==> src/rtl/set_bit_iterator.sv <==
// rtl/set_bit_iterator.sv - streams the set bits of an accepted vector LSB-first, one one-hot beat per cycle
//
// Accepts one WIDTH-bit vector over a valid/ready handshake. It then emits
// one beat per set bit, lowest bit first. Each beat carries a 1-based
// ordinal. A non-zero limit ends the stream after that many beats.
// An all-zero vector produces a single empty beat.
//
// Optional feature macro: SET_BIT_ITER_INDEX_EN. When it is defined, the
// block adds port idx_o, the binary position of bit_o.
//
// Ports:
//   clk_i        clock, rising edge
//   rst_i        synchronous active-high reset
//   in_valid_i   input vector valid
//   in_ready_o   block can accept a vector (IDLE and not in reset)
//   vec_i        vector to iterate
//   limit_i      max beats to emit, 0 = unlimited; sampled with vec_i
//   out_valid_o  output beat valid
//   out_ready_i  consumer accepts beat
//   bit_o        one-hot set bit, 0 on an empty beat
//   ord_o        1-based ordinal of bit_o, 0 on an empty beat
//   last_o       final beat for this vector
//   empty_o      accepted vector had no set bits
//   busy_o       iteration in progress
//   idx_o        (SET_BIT_ITER_INDEX_EN only) binary index of bit_o

module set_bit_iterator #(
   parameter int WIDTH = 12,
   parameter int CNT_W = $clog2(WIDTH + 1)
) (
   input  logic                       clk_i,
   input  logic                       rst_i,
   input  logic                       in_valid_i,
   output logic                       in_ready_o,
   input  logic [WIDTH-1:0]           vec_i,
   input  logic [CNT_W-1:0]           limit_i,
   output logic                       out_valid_o,
   input  logic                       out_ready_i,
   output logic [WIDTH-1:0]           bit_o,
   output logic [CNT_W-1:0]           ord_o,
   output logic                       last_o,
   output logic                       empty_o,
`ifdef SET_BIT_ITER_INDEX_EN
   output logic                       busy_o,
   output logic [$clog2(WIDTH)-1:0]   idx_o
`else
   output logic                       busy_o
`endif
);

   typedef enum logic {
      ST_IDLE = 1'b0,
      ST_EMIT = 1'b1
   } state_t;

   state_t            r_state;
   state_t            w_state_d;

   logic [WIDTH-1:0]  r_rem;
   logic [CNT_W-1:0]  r_lim;
   logic [CNT_W-1:0]  r_ord;

   logic [WIDTH-1:0]  w_rem_d;
   logic [CNT_W-1:0]  w_lim_d;
   logic [CNT_W-1:0]  w_ord_d;

   logic [WIDTH-1:0]  w_lowest;
   logic [WIDTH-1:0]  w_rem_rest;
   logic              w_empty;
   logic              w_last;
   logic              w_emit;
   logic              w_accept;
   logic              w_beat_hs;

   // Isolate the lowest set bit with two's-complement arithmetic.
   // The remainder after clearing it decides whether this beat is the last.
   always_comb begin
      w_lowest   = r_rem & (~r_rem + WIDTH'(1));
      w_rem_rest = r_rem & ~w_lowest;
      w_empty    = (r_rem == '0);
      w_last     = w_empty || (w_rem_rest == '0) ||
                   ((r_lim != '0) && (r_ord == r_lim));
   end

   // The outputs are gated by rst_i so that they read as zero while reset
   // is asserted, even before the reset edge has been taken.
   always_comb begin
      w_emit      = (r_state == ST_EMIT) && !rst_i;
      in_ready_o  = (r_state == ST_IDLE) && !rst_i;
      out_valid_o = w_emit;
      busy_o      = w_emit;
      bit_o       = w_emit ? w_lowest : '0;
      ord_o       = (w_emit && !w_empty) ? r_ord : '0;
      last_o      = w_emit && w_last;
      empty_o     = w_emit && w_empty;
      w_accept    = in_valid_i && in_ready_o;
      w_beat_hs   = out_valid_o && out_ready_i;
   end

   // Next-state and datapath update
   always_comb begin
      w_state_d = r_state;
      w_rem_d   = r_rem;
      w_lim_d   = r_lim;
      w_ord_d   = r_ord;
      case (r_state)
         ST_IDLE: begin
            if (w_accept) begin
               w_state_d = ST_EMIT;
               w_rem_d   = vec_i;
               w_lim_d   = limit_i;
               w_ord_d   = CNT_W'(1);
            end
         end
         ST_EMIT: begin
            if (w_beat_hs) begin
               if (w_last) begin
                  w_state_d = ST_IDLE;
               end else begin
                  w_rem_d = w_rem_rest;
                  w_ord_d = r_ord + CNT_W'(1);
               end
            end
         end
         default: w_state_d = ST_IDLE;
      endcase
   end

   always_ff @(posedge clk_i) begin
      if (rst_i) begin
         r_state <= ST_IDLE;
         r_rem   <= '0;
         r_lim   <= '0;
         r_ord   <= '0;
      end else begin
         r_state <= w_state_d;
         r_rem   <= w_rem_d;
         r_lim   <= w_lim_d;
         r_ord   <= w_ord_d;
      end
   end

`ifdef SET_BIT_ITER_INDEX_EN
   localparam int IDX_W = $clog2(WIDTH);

   // bit_o is one-hot or zero, so an OR-reduction encoder is enough.
   // It reads 0 for an empty beat and in reset.
   always_comb begin
      idx_o = '0;
      for (int i = 0; i < WIDTH; i++) begin
         if (bit_o[i]) begin
            idx_o = idx_o | IDX_W'(i);
         end
      end
   end
`endif

endmodule

==> config.mk <==
export PLATFORM = sky130hd
export DESIGN_NAME = set_bit_iterator
export DESIGN_NICKNAME = d
export VERILOG_FILES = /design/src/rtl/set_bit_iterator.sv
export SDC_FILE = /design/constraint.sdc
export NUM_CORES = 1
export LEC_CHECK = 0
export CORE_ASPECT_RATIO = 2
export CORE_MARGIN = 2
export CORE_UTILIZATION = 48
export CTS_BUF_LIST = sky130_fd_sc_hd__clkbuf_8
export CTS_CLUSTER_DIAMETER = 200
export DETAILED_ROUTE_END_ITERATION = 7
export PLACE_DENSITY = 0.82
export SETUP_SLACK_MARGIN = 0.02
export SKIP_CTS_REPAIR_TIMING = 1
export SYNTH_ARGS = -nofsm -noshare
export SYNTH_HDL_FRONTEND = slang
export SYNTH_SLANG_ARGS = --single-unit
export TNS_END_PERCENT = 5
==> constraint.sdc <==
create_clock -name clk_i -period 2.8 [get_ports clk_i]
set_input_delay 0.42 -clock clk_i [delete_from_list [all_inputs] [get_ports clk_i]]
set_output_delay 0.42 -clock clk_i [all_outputs]
set_load 0.005 [all_outputs]
Word level (Yosys, flattened, before mapping):

Cells that the tools add are included.

* add/subtract/negate cells: 2
* multipliers: 0
* div/mod/pow operators: 0
* order comparisons: 0
* eq/ne operators: 4
* shift operators: 0
* mux-type cells: 14
* bitwise gates (word level): 5
* reduce and logical (&&, ||, !) cells: 17

Operators by type and width (number)
* 2-to-1 mux 12 bit: 4
* bitwise AND 12 bit: 2
* zero test 12 bit: 2
* NOT 12 bit: 2
* case mux 12 bit (2 select lines): 1
* 2-to-1 mux 4 bit: 4
* adder 12 x 1 -> 12 bit, second input constant: 1
* logical AND 1 bit: 8
* case mux 4 bit (2 select lines): 1
* adder 4 x 1 -> 4 bit, second input constant: 1
* equality test 4 bit: 1
* != test 2 bit, second input constant: 2
* nonzero test 4 bit: 1
* 2-to-1 mux 1 bit: 3
* AND reduction 3 bit: 1
* zero test 1 bit: 2
* logical OR 1 bit: 2
* != test 2 x 1 -> 1 bit, second input constant: 1
* case mux 1 bit (2 select lines): 1
* AND reduction 2 bit: 1
* NOT 1 bit: 1

* bits in registers: 21
* latch bits: 0
* bits in writable memories: 0
* bits in read-only memories: 0
* output and inout bits: 21
* word-level logic and storage cells: 46
* memories kept: 0

Longest topological paths before layout:

* word-level depth: 11
* mapped depth: 7
* gate-level depth less buffers: 6

Least setup slack after synthesis:

Ideal clock, no wire load.

* kind: register to output
* start: reg r_rem[0]
* end: out last_o
* arrival: 1774 ps
* required time: 2380 ps
* slack: 606 ps
* stages on the path, launching flop included: 7
* path buffers: 1
* path through: dfxtp_1 > or4_1 > buf_2 > nor4_2 > a211oi_2 > or2_1 > a21oi_1

* cells in the longest elaborated chain, start to end: 9

RTL lines
* start, declared: line 59 `logic [WIDTH-1:0] r_rem;`
* start signal, assigned: line 137 `r_rem <= w_rem_d;`
* NOT 12 bit: line 78 `w_lowest = r_rem & (~r_rem + WIDTH'(1));`
* adder 12 x 1 -> 12 bit: line 78
* bitwise AND 12 bit: line 78
* NOT 12 bit: line 79 `w_rem_rest = r_rem & ~w_lowest;`
* bitwise AND 12 bit: line 79
* zero test 12 bit: line 81 `w_last = w_empty || (w_rem_rest == '0) ||`
* logical OR 1 bit * (2 in a row): line 81
* logical AND 1 bit *: line 94 `last_o = w_emit && w_last;`
* end, declared: line 41 `output logic last_o,`

Every way passes the cells marked *; elsewhere a longest branch is shown, timed or not.

Worst setup path after layout:

* start: reg r_rem[2]
* end: out bit_o[7]

* cells in the longest elaborated chain, start to end: 4

RTL lines
* NOT 12 bit: line 78
* adder 12 x 1 -> 12 bit: line 78
* bitwise AND 12 bit: line 78
* 2-to-1 mux 12 bit: line 92 `bit_o = w_emit ? w_lowest : '0;`
* end, declared: line 39 `output logic [WIDTH-1:0] bit_o,`

Every way passes these cells.

==> impl_results.md <==
- Status: finished clean
- Worst Hold Endpoint: r_lim[2]
- Period Utilization, post-route: between 90 and 100%
- Fmax: about 370 MHz
- Gr usage total: between 20% and 30%
- RSZ-0062 raised after global routing: yes
- Async SR Flop Fraction: 0%
- Die ar.: roughly 3300 um2
- Remaining DRCs: 0
- Root Driver: clkbuf_8
- Initial antenna violation count: 0
- Final Max Slew Viols: 0
- Max-cap viol count: 0
- IO Port Bufs: 40
- Crit path max-delay family: simple AND/OR/NAND/NOR gates
- Drt initial violations: 45
- CP peak stage delay: around 620 ps
- First-pass GRT wire length: ~6500 um
- Layout net count: roughly 250
- Critical path class: reg -> out
- CTS clk-pin slew, worst paths: about 80 ps
- Cell Rows: 27
- Hold Crit Class: reg -> reg
- Post-route cell area: about 2000 um2
- Placed Instance Area: ~1900 um2
- Grt ovf: 0
- Post-DP HPWL: between 3000 and 4000 um
- CTS max path bufs: 2
- Mean Syn Cell Area: roughly 7.6 um2
- Detail Route Antenna Nets: 0
- Hold Startpoint: r_lim[2]
- Startpoint class of the critical path: register
- Most common cell after layout, fill and taps aside: clkdlybuf4s50_1
- Dpl ws: about 25 ps
- Mapped cell area: 1340 um2
- TritonCTS clock tree: yes
- Drt via density: 6.11
- Total power: 0.897 mW
- Vias in the first global route: roughly 1500
- CP max-delay cell: or4_4
- Net count after synthesis: approximately 200
- CTS sink count: 21
- Data arrival, critical path: approximately 2300 ps
- Reg-to-Reg Start: r_rem[2]
- Worst-Skew Late Latency: approximately 270 ps
- Share of layout cells above drive strength 1: between 15 and 20%
- Top area cells in the synthesized netlist: dfxtp_1 31%, nand2_1 9.5%, a21oi_1 4.1%, nor2_1 3.6%, o22ai_1 3.3%
- Post-synth top flop: dfxtp_1
- Drt wl/cell: 16.2 um
- Worst Path Buf+Inv: 2
- CP cell instances: or4_4, nor2_4, buf_4, nand2_1, nor3b_2, clkdlybuf4s50_1
- Worst EP required: about 2400 ps
- Worst-path fanout max: 7
- Fin. Hold Viols: 0
- Yosys warning count: 0
- Worst reg2reg setup slack: 630 ps
- # diodes: 0
- Area growth syn-to-layout: 45.3%
- FF+latch count, synth: 21
- VDD IR max: about 300 uV
- Post-synth top area cell: dfxtp_1
- Fin Clk Skew: around 3.1 ps
- R2R cell count: 7
- Ports: 41
- CTS Buf Count: 3
- EDFF count, synth: 0
- Post-synth top area share: a little under a third
- Post-synth cell types: between 40 and 50
- Most frequent cells in the layout: 38 x clkdlybuf4s50_1, 33 x nand2_1, 21 x dfxtp_1
- Final Util: between 70% and 80%
- Setup WS post-layout: between 60 and 70 ps
- P_leak: between 0.7 and 0.8 nW
- Worst-margin pin slew: about 530 ps
- WL final: ~4200 um
- Routability cong.: around 0.94
- Die width: around 41 um
- FF-to-FF End: r_rem[7]
- Power Density: between 400 and 500 nW/um2
- H-tree levels: 1
- Fillcell total: around 220
- Post-Syn Instances: about 180
- Tmin final: approximately 2700 ps
- Worst slew margin: about two thirds
- DR vias: 1563
- Die Ht: just under 80 um
- # setup viols final: 0
- Worst setup path startpoint: r_rem[2]
- Hold depth: 2
- Pre-antenna DRT Iters: 4
- Initial core utilization: 49.7%
- Core ar.: around 2700 um2
- Seq/Total Area, Yosys: between 30 and 40%
- Largest net degree at the start of global routing: 19
- Critical Path Sink Type: primary output
-- state kept, by name (all words and copies together) (netlist names) --
register  count
r_state       1
r_ord         4
r_lim         4
r_rem        12
-- Yosys cell counts (2+ instances only) --
cell,count
a21oi_1,11
a2bb2oi_1,3
a32oi_1,3
and2_1,2
and3_1,5
and4b_1,2
buf_2,2
clkbuf_1,8
dfxtp_1,21
inv_1,6
mux2i_1,2
nand2_1,34
nand3_1,2
nor2_1,13
nor3_1,7
nor3b_1,2
o2111ai_1,2
o211ai_1,2
o21ai_0,4
o21ai_1,3
o21ai_2,2
o22ai_1,7
o311a_1,2
o31ai_1,2
or2_1,2
or2_2,3
or4_1,4
xor2_1,3
-- final cells by class --
class                      instances  area [um2]  area share [%]
multi-input combinational        139         896            45.9
timing repair buffer              57         533            27.3
sequential                        21         420            21.5
clock buffer                       3        41.3            2.11
tap                               29        36.3            1.86
inverter                           6        22.5            1.15
clock inverter                     1        3.75           0.192
-- stage by stage --
stage | std cells | hold WS, ps | setup TNS (ps)
finish | 256 | 490 | 0
global route | 256 | 526 | -46.2
CTS | 255 | 493 | -1040
detailed placement | 251 | 482 | 0
global placement | 251 | 471 | 0
floorplan | 177 | 445 | 0
-- per-layer routing --
metal / wire (um) / part of all wire (%) / track usage [%] / vias up
met1: 1460 / 35 / 25.0 / 743
li1: - / - / - / 746
met5: 0 / 0 / 0 / -
met2: 2400 / 58 / 48.4 / 62
met4: 135 / 3.2 / 15.8 / 0
met3: 161 / 3.9 / 2.50 / 12
-- worst reg2reg max path, cell delays in order (launching register included) --
cell and delay [ps]:
dfxtp_1 330, or4_4 620, o21ai_1 200, o211ai_1 150
buf_4 180, nor3_2 210, nor2_2 180, a311oi_2 230
-- logic make-up after synthesis --
group / count (synthesis) / synth area share (%)
buffers and inverters: 17 / 5.21
AOI/OAI and AO/OA: 48 / 25.5
and+or+nand+nor: 84 / 32.9
adders and majority gates: 2 / 1.68
muxes: 2 / 1.49
DFF: 21 / 31.3
xor gates and xnor gates: 3 / 1.96
-- report_power, final --
| group | switching, mW | total [mW] | internal, mW |
|---|---|---|---|
| Sequential | 0.0277 | 0.347 | 0.320 |
| Clock | 0.103 | 0.201 | 0.0980 |
| Combinational | 0.185 | 0.348 | 0.163 |
-- worst max path at each step --
stage	end	cells after the start
floorplan	last_o	6
global placement	last_o	6
detailed placement	last_o	6
CTS	last_o	6
global route	empty_o	6
finish	bit_o[7]	6
Note: power is estimated with default switching activity, not from simulation.
